### src/rtl/gpu_pkg.sv
`default_nettype none
// ============================================================================
// Module   : gpu_pkg
// Purpose  : Screen geometry, pixel bus widths and pixel writer state type.
// Revision : 1.0 - initial release
// ============================================================================
package gpu_pkg;

   localparam int SCREEN_W  = 640;
   localparam int SCREEN_H  = 480;
   localparam int PIX_COUNT = SCREEN_W * SCREEN_H;
   localparam int ADDR_W    = 19;
   localparam int COLOR_W   = 8;
   localparam int ENTRY_W   = ADDR_W + COLOR_W;

   typedef enum logic [1:0] {
      ST_IDLE   = 2'd0,
      ST_ACTIVE = 2'd1,
      ST_DRAIN  = 2'd2,
      ST_DONE   = 2'd3
   } writer_state_t;

endpackage
`default_nettype wire

### src/rtl/pixel_fifo.sv
`default_nettype none
// ============================================================================
// Module   : pixel_fifo
// Purpose  : Synchronous first-word-fall-through FIFO for pending pixel writes.
// Revision : 1.0 - initial release
// ============================================================================
module pixel_fifo #(
   parameter int WIDTH = 27,
   parameter int DEPTH = 8,
   localparam int PTR_W = $clog2(DEPTH)
) (
   input  logic             clk,
   input  logic             n_rst,
   input  logic             push,
   input  logic             pop,
   input  logic [WIDTH-1:0] din,
   output logic [WIDTH-1:0] dout,
   output logic [PTR_W:0]   count,
   output logic             full,
   output logic             empty
);

   localparam logic [PTR_W:0] C_FULL_CNT = (PTR_W + 1)'(DEPTH);

   logic [WIDTH-1:0] r_mem [DEPTH];
   logic [PTR_W-1:0] r_wr_ptr;
   logic [PTR_W-1:0] r_rd_ptr;
   logic [PTR_W:0]   r_count;
   logic             w_push;
   logic             w_pop;

   // A full FIFO still takes a push when the head leaves in the same cycle.
   assign w_pop  = pop && !empty;
   assign w_push = push && (!full || w_pop);

   always_ff @(posedge clk) begin
      if (w_push) begin
         r_mem[r_wr_ptr] <= din;
      end
   end

   always_ff @(posedge clk or negedge n_rst) begin
      if (!n_rst) begin
         r_wr_ptr <= '0;
         r_rd_ptr <= '0;
         r_count  <= '0;
      end else begin
         if (w_push) begin
            r_wr_ptr <= r_wr_ptr + PTR_W'(1);
         end
         if (w_pop) begin
            r_rd_ptr <= r_rd_ptr + PTR_W'(1);
         end
         case ({w_push, w_pop})
            2'b10:   r_count <= r_count + (PTR_W + 1)'(1);
            2'b01:   r_count <= r_count - (PTR_W + 1)'(1);
            default: r_count <= r_count;
         endcase
      end
   end

   assign dout  = r_mem[r_rd_ptr];
   assign count = r_count;
   assign full  = (r_count == C_FULL_CNT);
   assign empty = (r_count == '0);

endmodule
`default_nettype wire

### src/rtl/pixel_writer.sv
`default_nettype none
// ============================================================================
// Module   : pixel_writer
// Purpose  : Filters and queues generated pixels, writes them to the framebuffer.
// Revision : 1.0 - initial release
// ============================================================================
module pixel_writer
   import gpu_pkg::*;
#(
   parameter int DEPTH = 8,
   parameter int SLACK = 2
) (
   input  logic               clk,
   input  logic               n_rst,
   input  logic [ADDR_W-1:0]  address,
   input  logic               pixValid,
   input  logic [COLOR_W-1:0] color,
   input  logic               lineDone,
   output logic               stop,
   output logic [ADDR_W-1:0]  memAddr,
   output logic [COLOR_W-1:0] memData,
   output logic               memWrite,
   input  logic               memReady,
   output logic               frameDone,
   output logic               oobDrop,
   output logic               overflow
);

   localparam int              CNT_W       = $clog2(DEPTH) + 1;
   localparam logic [CNT_W-1:0] C_STOP_LVL = CNT_W'(DEPTH - SLACK);
   localparam logic [ADDR_W-1:0] C_PIX_END = ADDR_W'(PIX_COUNT);

   writer_state_t      r_state;
   writer_state_t      w_next_state;
   logic [ADDR_W-1:0]  r_last_addr;
   logic               r_last_valid;
   logic               r_stop;
   logic               r_oob;
   logic               r_ovf;

   logic [CNT_W-1:0]   w_count;
   logic               w_full;
   logic               w_empty;
   logic [ENTRY_W-1:0] w_head;
   logic               w_accepting;
   logic               w_in_range;
   logic               w_dup;
   logic               w_cand;
   logic               w_push;
   logic               w_pop;
   logic               w_frame_done;
   logic               w_state_stop;

   assign w_accepting = (r_state == ST_IDLE) || (r_state == ST_ACTIVE);
   assign w_in_range  = (address < C_PIX_END);
   assign w_dup       = r_last_valid && (address == r_last_addr);
   assign w_cand      = pixValid && w_accepting && w_in_range && !w_dup;
   assign w_pop       = memWrite && memReady;
   assign w_push      = w_cand && (!w_full || w_pop);

   pixel_fifo #(
      .WIDTH (ENTRY_W),
      .DEPTH (DEPTH)
   ) u_fifo (
      .clk   (clk),
      .n_rst (n_rst),
      .push  (w_push),
      .pop   (w_pop),
      .din   ({address, color}),
      .dout  (w_head),
      .count (w_count),
      .full  (w_full),
      .empty (w_empty)
   );

   always_comb begin
      w_next_state = r_state;
      w_frame_done = 1'b0;
      w_state_stop = 1'b0;
      case (r_state)
         ST_IDLE: begin
            if (lineDone) begin
               w_next_state = ST_DRAIN;
            end else if (w_push) begin
               w_next_state = ST_ACTIVE;
            end
         end
         ST_ACTIVE: begin
            if (lineDone) begin
               w_next_state = ST_DRAIN;
            end
         end
         ST_DRAIN: begin
            w_state_stop = 1'b1;
            // The last entry leaving this cycle also completes the line.
            if ((w_count == '0) || ((w_count == CNT_W'(1)) && w_pop)) begin
               w_next_state = ST_DONE;
            end
         end
         ST_DONE: begin
            w_state_stop = 1'b1;
            w_frame_done = 1'b1;
            w_next_state = ST_IDLE;
         end
         default: w_next_state = ST_IDLE;
      endcase
   end

   always_ff @(posedge clk or negedge n_rst) begin
      if (!n_rst) begin
         r_state      <= ST_IDLE;
         r_last_addr  <= '0;
         r_last_valid <= 1'b0;
         r_stop       <= 1'b0;
         r_oob        <= 1'b0;
         r_ovf        <= 1'b0;
      end else begin
         r_state <= w_next_state;
         r_stop  <= (w_count >= C_STOP_LVL);
         if (r_state == ST_DONE) begin
            r_last_addr  <= '0;
            r_last_valid <= 1'b0;
         end else if (w_push) begin
            r_last_addr  <= address;
            r_last_valid <= 1'b1;
         end
         if (pixValid && w_accepting && !w_in_range) begin
            r_oob <= 1'b1;
         end
         if (w_cand && w_full && !w_pop) begin
            r_ovf <= 1'b1;
         end
      end
   end

   assign stop      = r_stop || w_state_stop;
   assign memWrite  = !w_empty;
   assign memAddr   = w_empty ? '0 : w_head[ENTRY_W-1:COLOR_W];
   assign memData   = w_empty ? '0 : w_head[COLOR_W-1:0];
   assign frameDone = w_frame_done;
   assign oobDrop   = r_oob;
   assign overflow  = r_ovf;

endmodule
`default_nettype wire
### config.mk
export PLATFORM = sky130hd
export DESIGN_NAME = pixel_writer
export DESIGN_NICKNAME = d
export VERILOG_FILES = /design/src/rtl/gpu_pkg.sv /design/src/rtl/pixel_fifo.sv /design/src/rtl/pixel_writer.sv
export SDC_FILE = /design/constraint.sdc
export NUM_CORES = 1
export LEC_CHECK = 0
export BUFFER_PORTS_ARGS = -buffer_cell sky130_fd_sc_hd__clkbuf_2
export CAP_MARGIN = 30
export CORE_UTILIZATION = 65
export CTS_CLUSTER_SIZE = 8
export DETAILED_ROUTE_END_ITERATION = 10
export HOLD_SLACK_MARGIN = 0.05
export PLACE_DENSITY = 0.94
export SYNTH_ARGS = -nofsm -noshare
export SYNTH_HDL_FRONTEND = slang
export SYNTH_HIERARCHICAL = 1
export SYNTH_SLANG_ARGS = --single-unit
### constraint.sdc
create_clock -name clk -period 7.9 [get_ports clk]
set_input_delay 1.58 -clock clk [delete_from_list [all_inputs] [get_ports clk]]
set_output_delay 1.58 -clock clk [all_outputs]
set_load 0.01 [all_outputs]
# After elaboration in Yosys (flattened, before gate mapping)
# Memories as Yosys holds them, arrays and structs flattened.
# Cells that the tools add are included.
[classes]
add_sub_neg = 4
magnitude_cmp = 2
n_eq_ne = 11
muxes = 16
n_reduce_logical = 28
[op_table]
columns = ["cell", "count"]
rows = [
  ["2-to-1 mux 19 bit", 3],
  ["equality test 19 bit", 1],
  ["less-than comparator 19 bit, second input constant", 1],
  ["logical AND 1 bit", 12],
  ["2-to-1 mux 2 bit", 4],
  ["2-to-1 mux 8 bit", 1],
  ["one-hot mux 2 bit (4 select lines)", 1],
  ["one-hot mux 4 bit (2 select lines)", 1],
  ["adder 3 x 1 -> 3 bit, second input constant", 2],
  ["equality test 2 bit, second input constant", 3],
  ["2-to-1 mux 1 bit", 6],
  ["zero test 1 bit", 5],
  ["logical OR 1 bit", 5],
  ["adder 4 x 1 -> 4 bit, second input constant", 1],
  ["equality test 2 x 1 -> 1 bit, second input constant", 2],
  ["equality test 4 x 1 -> 1 bit, second input constant", 1],
  ["equality test 4 bit, second input constant", 1],
  ["greater-or-equal comparator 4 x 3 -> 1 bit, second input constant", 1],
  ["zero test 4 bit", 1],
  ["!= test 2 bit, second input constant", 2],
  ["nonzero test 2 bit", 2],
  ["subtractor 4 x 1 -> 4 bit, second input constant", 1],
  ["!= test 3 x 2 -> 1 bit, second input constant", 1],
  ["AND reduction 3 bit", 1],
  ["other kinds (2)", 2],
]
[totals]
reg_bits = 35
ram_bits = 216
mem_count = 1
[memory_table]
columns = ["memory", "words", "width", "read_ports", "rd_ports_with_merged_regs", "wr", "line", "text"]
rows = [
  ["u_fifo.r_mem", 8, 27, 1, 0, 1, "pixel_fifo.sv:25", "logic [WIDTH-1:0] r_mem [DEPTH];"],
]

# Depth between registers and ports, before layout
# Gate-level depths: netlist (run 1).
[logic_depth]
ltp_word = 9
mapped_depth = 14
mapped_depth_nobuf = 13

# Hierarchy
# Netlist (run 1), hierarchy kept.
[by_module_without_submodules]
columns = ["mod", "n_inst", "cells_per_inst", "area_per_inst_um2"]
rows = [
  ["pixel_fifo", 1, 378, 8898.5],
  ["pixel_writer", 1, 138, 1482.7],
]

# Worst setup path before layout (run 1)
# OpenSTA, ideal clock, no wires.
[synth_timing]
kind = "input to register"
from = "input address[14]"
to = "memory u_fifo.r_mem[0][0], enable pin"
setup_time_ns = 0.445
t_arrival_ns = 4.576
required_ns = 7.455
setup_slack_ns = 2.879
cell_stages = 7
path_buffers = 0
path_cell_list = "a211o_1 > o21ai_2 > nand3b_2 > a21oi_4 > o21a_4 > nand2b_1 > nor3_1"
[synth_via]
elab_chain_len = 8
[synth_rtl]
columns = ["item", "line", "text"]
rows = [
  ["start: declaration", "pixel_writer.sv:15", "input logic [ADDR_W-1:0] address,"],
  ["branches (longest 3 deep; another with less-than comparator 19 bit)", "--", ""],
  ["logical AND 1 bit (*)", "pixel_writer.sv:57", "assign w_cand = pixValid && w_accepting && w_in_range && !w_dup;"],
  ["logical AND 1 bit (*)", "pixel_writer.sv:59", "assign w_push = w_cand && (!w_full || w_pop);"],
  ["net w_push", "pixel_writer.sv:49", "logic w_push;"],
  ["logical AND 1 bit (*)", "pixel_fifo.sv:34", "assign w_push = push && (!full || w_pop);"],
  ["2-to-1 mux 1 bit (*)", "pixel_fifo.sv:37", "if (w_push) begin"],
  ["2-to-1 mux 1 bit (not written as such) (*)", "pixel_fifo.sv:38", "r_mem[r_wr_ptr] <= din;"],
  ["end: declaration", "pixel_fifo.sv:25", ""],
]
# Mark *: on every way through the listed nets, which the timed path passes.

# Worst setup path after layout (run 1)
[layout_timing]
from = "register u_fifo.r_rd_ptr[0]"
to = "output memAddr[16]"
[layout_via]
elab_chain_len = 2
[layout_rtl]
columns = ["item", "line", "text"]
rows = [
  ["start: declaration", "pixel_fifo.sv:27", "logic [PTR_W-1:0] r_rd_ptr;"],
  ["start signal: assignment", "pixel_fifo.sv:52", "r_rd_ptr <= r_rd_ptr + PTR_W'(1);"],
  ["memory (8 x 27 bit)", "--", ""],
  ["net w_head[24]", "pixel_writer.sv:44", "logic [ENTRY_W-1:0] w_head;"],
  ["2-to-1 mux 19 bit", "pixel_writer.sv:138", "assign memAddr = w_empty ? '0 : w_head[ENTRY_W-1:COLOR_W];"],
  ["end: declaration", "pixel_writer.sv:20", "output logic [ADDR_W-1:0] memAddr,"],
]
# The timed path passes the listed nets, and every way through them passes these cells.

==> results of run 1 <==
==> layout by cell type (no fill, tap or decap), types with 3 or more instances in the layout <==
cell type    n
buf_4       12
clkbuf_2    63
clkbuf_1    27
a22o_1      20
edfxtp_1   216
xnor2_1     23
ha_1         8
or3_1        3
nor2b_1     28
nand4_1      5
nand2b_1     5
nor2_2       9
mux4_1      33
nand2_1      7
clkbuf_16   39
mux2_2      30
inv_1       10
dfrtp_1     33
xor2_1       3
mux4_2      21
==> where the power goes <==
part | total [mW] | internal, mW | switching (mW)
Combinational | 1.32 | 0.667 | 0.657
Clock | 1.46 | 0.916 | 0.549
Sequential | 1.75 | 1.59 | 0.160
Total | 4.54 | 3.18 | 1.37
==> sequential cells by signal, summed over array words and instances, names as in the netlist <==
name	flops
r_last_addr	19
r_last_valid	1
r_stop	1
overflow	1
u_fifo/r_rd_ptr	3
u_fifo/r_wr_ptr	3
u_fifo/count	4
oobDrop	1
r_state	2
u_fifo/r_mem	216
==> area by class of cell <==
| type | instances | area [um2] |
|---|---|---|
| clock inverters | 2 | 16.3 |
| repair buffers | 75 | 405 |
| well taps | 211 | 264 |
| fillers | 728 | 3350 |
| inverters | 10 | 37.5 |
| flip-flops and latches | 251 | 7360 |
| clock buffers | 66 | 1080 |
| multi-input cells | 233 | 2860 |
==> path summary, 6_finish.rpt <==
check	endpoint	cells past startpoint	start	slack (ns)
max	memAddr[16]	5	u_fifo/r_rd_ptr[0]	3.08
min	oobDrop	1	oobDrop	0.50
max reg2reg	u_fifo/count[3]	13	u_fifo/count[1]	4.03
min reg2reg	oobDrop	1	oobDrop	0.50
max in group asynchronous	u_fifo/r_rd_ptr[1]	1	n_rst	6.04
min in group asynchronous	r_last_addr[9]	1	n_rst	1.20
==> routing by layer <==
metal	GRT usage	routed length [um]	up-vias	part of all wire
met2	0.474	11300	359	0.49
li1	-	-	2286	-
met1	0.404	8960	2859	0.39
met4	0.139	795	0	0.035
met3	0.0657	2030	68	0.088
met5	0	0	-	0
==> cells by family (layout without fill, tap and decap cells) <==
family,count (synthesis),after routing,share of synthesized area
DFF,251,251,0.709
buffers and inverters,32,153,0.0183
and+or+nand+nor,71,71,0.0403
adders and majority gates,9,9,0.0116
muxes,88,88,0.166
xor gates and xnor gates,26,26,0.0219
AOI/OAI and AO/OA,39,39,0.0330
==> worst max-delay path, cell delays in order (launching register included) <==
cell and delay [ns]:
dfrtp_2 0.73, buf_4 0.66, mux4_1 0.68, mux2_2 0.30, nor2b_1 0.15, clkbuf_2 0.18
==> metrics by stage <==
step	total power, mW	setup WS [ns]	instances
2_1_floorplan	2.68	2.88	516
3_3_place_gp	2.97	3.39	780
3_5_place_dp	3.06	3.18	780
4_1_cts	4.56	3.06	848
5_1_grt	4.70	2.96	848
6_report	4.54	3.08	848
==> summary.md, run 1 <==
| Metric | Value |
|---|---|
| Hold Slack | `0.500 ns` |
| Largest net degree at the start of global routing | `39` |
| Worst vdd ir | `0.197 mV` |
| RSZ-0062 raised after global routing | `no` |
| Clk sinks | `251` |
| WL per Instance | `27.2 um` |
| EDFF count, synth | `216` |
| Total Die Area | `16500 um2` |
| GPL Wtd Cong | `0.747` |
| Crit. End Element | `output port` |
| Hold Buf Count CTS | `0` |
| Worst slew pin tran | `1.08 ns` |
| Synthesized cell area | `10400 um2` |
| Status | `completed` |
| Seq/Total Area, Yosys | `0.709` |
| Port bufs | `63` |
| H-Tree Depth | `2` |
| Ys flop type | `edfxtp_1` |
| Drt initial violations | `593` |
| Nets@finish | `649` |
| DR vias/cell | `6.57` |
| Area leader, netlist | `edfxtp_1` |
| Commonest cells in the netlist | `edfxtp_1 (216), dfrtp_1 (35), mux4_1 (33)` |
| # diodes | `0` |
| Setup_tns | `0 ns` |
| Post-Route WL | `23000 um` |
| Global route total overflow | `0` |
| First-pass GRT wire length | `35100 um` |
| Dominant cell by count in the synthesized netlist | `edfxtp_1` |
| Layout area overhead | `15.8%` |
| Yosys reg bits | `251` |
| Post-synthesis cell type count | `48` |
| Crit Path Max Fanout | `38` |
| GRT Util Overall | `0.299` |
| Ys async rst share | `0.139` |
| Min Clock Period, post-route | `4.82 ns` |
| Layout cells sized above 1 | `0.298` |
| DPL Wire Length | `12700 um` |
| Synth Instances | `516` |
| Hold Fails Final Rpt | `0` |
| DIE HEIGHT | `128 um` |
| Die width | `128 um` |
| Ys Warns | `6` |
| Critical Path AT | `3.24 ns` |
| Area share of the largest cell type after synthesis | `0.625` |
| DRT antenna net count | `0` |
| TritonCTS clock tree | `yes` |
| Startpoint Class | `register` |
| TritonRoute pass-1 iters | `4` |
| Final setup violation count | `0` |
| Num CTS Buffers | `37` |
| Post-route clock period utilization | `0.610` |
| Final instance area | `12000 um2` |
| Post_cts resized | `0` |
| I/O pin count | `64` |
| Initial Util | `0.675` |
| Via count | `5572` |
| Clk_skew | `0.0182 ns` |
| CTS max path bufs | `3` |
| Worst-Skew Late Latency | `0.52 ns` |
| Crit Path Category | `reg2out` |
| Max-slew headroom | `0.275` |
| Syn Area/Cell | `20.1 um2` |
| Ranking of synthesized cells by area | `edfxtp_1 (62%), dfrtp_1 (8.4%), mux4_1 (8.4%), mux4_2 (4.6%), mux2_2 (3.3%)` |
| Vias in the first global route | `5796` |
| Leak | `4.31 nW` |
| Post-CTS Setup Bufs | `0` |
| Core ar. | `15400 um2` |
| Max Clock Freq | `208 MHz` |
| Antenna violations before repair | `0` |
| Pins over their slew limit | `0` |
| Net Count, Synth | `557` |
| MaxCap Viol Count | `0` |
| Critical Path RT | `6.32 ns` |
| Clock-pin slew on the worst setup and hold paths | `0.05 ns` |
| Layout Utilization | `0.782` |
| Site Rows | `45` |
| Post-DP Area | `10900 um2` |
| Hold WC Path Type | `reg2reg` |
| Clock root buffer | `clkbuf_16` |
| # DRC | `0` |
| PwrDens | `378 nW/um2` |
Power figures use the tool's default switching activity.
==> inputs of run 2 (changes only) <==
Settings changed: CORE_UTILIZATION 65 to 60, PLACE_DENSITY 0.94 to 0.89.
Clock period 7.9 ns to 4.48 ns, I/O delays scaled along.
==> run 2 against run 1 <==
Compared with the run above: first-iteration DRC count decreased by 2.4%; sequential cell count unchanged; highest routed layer unchanged; clock power increased by 68%.
==> summary.md, run 2 (same netlist as run 1, synthesis figures left out) <==
| Metric | Value |
|---|---|
| Crit Path Max Fanout | `40 (+5.3%)` |
| Post-Route WL | `22100 um (-4.1%)` |
| RSZ-0062 raised after global routing | `no` |
| Layout area overhead | `15.8% (about the same)` |
| Drt initial violations | `579 (-2.4%)` |
| Critical Path AT | `2.82 ns (-0.42 ns)` |
| Final setup violation count | `0 (unchanged)` |
| Clk_skew | `0.0225 ns (+0.00433 ns)` |
| Clock-pin slew on the worst setup and hold paths | `0.05 ns (about the same)` |
| Leak | `4.31 nW (about the same)` |
| Pins over their slew limit | `0 (unchanged)` |
| Nets@finish | `654 (+0.77%)` |
| Worst vdd ir | `0.386 mV (+96%)` |
| DIE HEIGHT | `134 um (+4.0%)` |
| Antenna violations before repair | `0 (unchanged)` |
| Switching pwr | `2.34 mW (+72%)` |
| Storage element area | `7360 um2 (unchanged)` |
| Cell internal pwr | `5.54 mW (+74%)` |
| Multi-input logic area | `2860 um2 (unchanged)` |
| Crit. End Element | `output port` |
| Worst-Skew Late Latency | `0.49 ns (-0.03 ns)` |
| TritonCTS clock tree | `yes` |
| Clk network pwr share | `0.312 (-0.011)` |
| Post_cts resized | `0 (unchanged)` |
| Num CTS Buffers | `37 (unchanged)` |
| Vias in the first global route | `5970 (+3.0%)` |
| Setup_tns | `0 ns (unchanged)` |
| Post-route clock period utilization | `0.831` |
| Hold Buf Count CTS | `0 (unchanged)` |
| DPL Wire Length | `12100 um (-4.6%)` |
| Startpoint Class | `register` |
| MaxCap Viol Count | `0 (unchanged)` |
| Post-CTS Setup Bufs | `0 (unchanged)` |
| Die width | `134 um (+4.0%)` |
| CTS max path bufs | `3 (unchanged)` |
| Clock root buffer | `clkbuf_16` |
| PwrDens | `656 nW/um2 (+74%)` |
| Site Rows | `47 (+4.4%)` |
| DR vias/cell | `6.38 (-2.9%)` |
| Critical Path RT | `3.58 ns (-2.74 ns)` |
| DRT antenna net count | `0 (unchanged)` |
| Fill cell count | `914 (+26%)` |
| Core ar. | `16800 um2 (+9.0%)` |
| Layout cells sized above 1 | `0.300 (+0.00220)` |
| Max-slew headroom | `0.384 (+0.109)` |
| Critical Path, Cell by Cell | `buf_12 > mux4_1 > mux2_2 > nor2b_1 > clkbuf_2` |
| Total Die Area | `17800 um2 (+8.2%)` |
| GRT Util Overall | `0.262 (-0.0369)` |
| # DRC | `0 (unchanged)` |
| CP max stage cell | `dfrtp_2` |
| Port bufs | `63 (unchanged)` |
| Max reg flops | `216 (unchanged)` |
| TritonRoute pass-1 iters | `6 (+2)` |
| Worst slew pin tran | `0.923 ns (-0.159 ns)` |
| CP peak stage delay | `0.74 ns (about the same)` |
| Hold Fails Final Rpt | `0 (unchanged)` |
| Post-DP Area | `11000 um2 (+0.56%)` |
| Global route total overflow | `0 (unchanged)` |
| Min Clock Period, post-route | `3.72 ns` |
| Crit Path Category | `reg2out` |
| Largest net degree at the start of global routing | `41 (+5.1%)` |
| Status | `completed` |
| Hold WC Path Type | `reg2reg` |
| GPL Wtd Cong | `0.824 (+10%)` |
| H-Tree Depth | `2 (unchanged)` |
| # diodes | `0 (unchanged)` |
| Via count | `5478 (-1.7%)` |
| Max Clock Freq | `269 MHz` |
| Sequential power share | `0.389 (+0.003)` |
| Combinational Power Share | `0.299 (+0.007)` |
| Final instance area | `12000 um2 (about the same)` |
| Commonest non-fill, non-tap cells in the layout | `edfxtp_1 (216), clkbuf_2 (63), clkbuf_16 (37), dfrtp_1 (33), mux4_1 (33)` |
| WL per Instance | `25.7 um (-5.3%)` |
| Switching portion of total power | `0.297 (-0.00331)` |
| First-pass GRT wire length | `33900 um (-3.6%)` |
| I/O pin count | `64 (unchanged)` |
| Clk sinks | `251 (unchanged)` |
| Most common cell after layout, fill and taps aside | `edfxtp_1` |
| Biggest register | `u_fifo/r_mem` |
| Initial Util | `0.619 (-0.0560)` |
## run 2: changes by cell type in the layout (fill, tap and decap cells not counted)
| cell | before | now |
|---|---|---|
| buf_12 | 0 | 1 |
| buf_4 | 12 | 16 |
| clkbuf_16 | 39 | 37 |
| inv_6 | 1 | 0 |
## run 2: critical path: cells and delay by family (launching register included)
family,cells,cell delay (ns)
multiplexers,2,0.94
flip-flops,1,0.74
buffers and inverters,2,0.51
AND/OR/NAND/NOR,1,0.12
## run 2: cell type report
class	instances	share of cell area
clock buffers	64	0.0854
multi-input cells	233	0.238
repair buffers	80	0.0379
clock inverters	1	0.000624
flip-flops and latches	251	0.612
well taps	220	0.0229
inverters	10	0.00312
## run 2: final timing paths
kind,slack (ns),end,startpoint,cells past startpoint
setup reg to reg,1.21,u_fifo/count[3],u_fifo/count[1],13
hold reg to reg,0.52,r_last_addr[7],r_last_addr[7],1
hold / removal,0.52,r_last_addr[7],r_last_addr[7],1
min in group asynchronous,0.54,r_last_addr[11],n_rst,1
setup / recovery,0.76,memData[6],u_fifo/r_rd_ptr[0],5
max in group asynchronous,3.31,u_fifo/r_rd_ptr[1],n_rst,1
## run 2: routing by layer
| metal | GRT usage | routed length, um | vias to the layer above | part of all wire |
|---|---|---|---|---|
| met5 | 0 | 0 | - | 0 |
| met4 | 0.120 | 713 | 0 | 0.032 |
| met3 | 0.0578 | 1700 | 54 | 0.077 |
| met2 | 0.433 | 11200 | 295 | 0.51 |
| met1 | 0.334 | 8510 | 2833 | 0.38 |
| li1 | - | - | 2296 | - |
## run 2: power by group through the flow
stage	logic (mW)	clock network (mW)	registers, mW
final	2.36	2.46	3.07
after global placement	2.22	0	3.06
after detailed placement	2.32	0	3.09
after global routing	2.52	2.59	3.09
after CTS	2.37	2.49	3.06
after floorplan	1.78	0	2.95
## run 2: through the flow
step / hold slack (ns) / power, mW / setup WS (ns) / std cells / utilization
after global placement: 0.501 / 5.29 / 1.04 / 794 / 0.656
after detailed placement: 0.497 / 5.41 / 0.905 / 794 / 0.656
after floorplan: 0.472 / 4.73 / 0.143 / 516 / -
final: 0.521 / 7.88 / 0.759 / 859 / 0.717
after global routing: 0.530 / 8.19 / 0.669 / 859 / 0.717
after CTS: 0.521 / 7.92 / 0.742 / 859 / 0.717
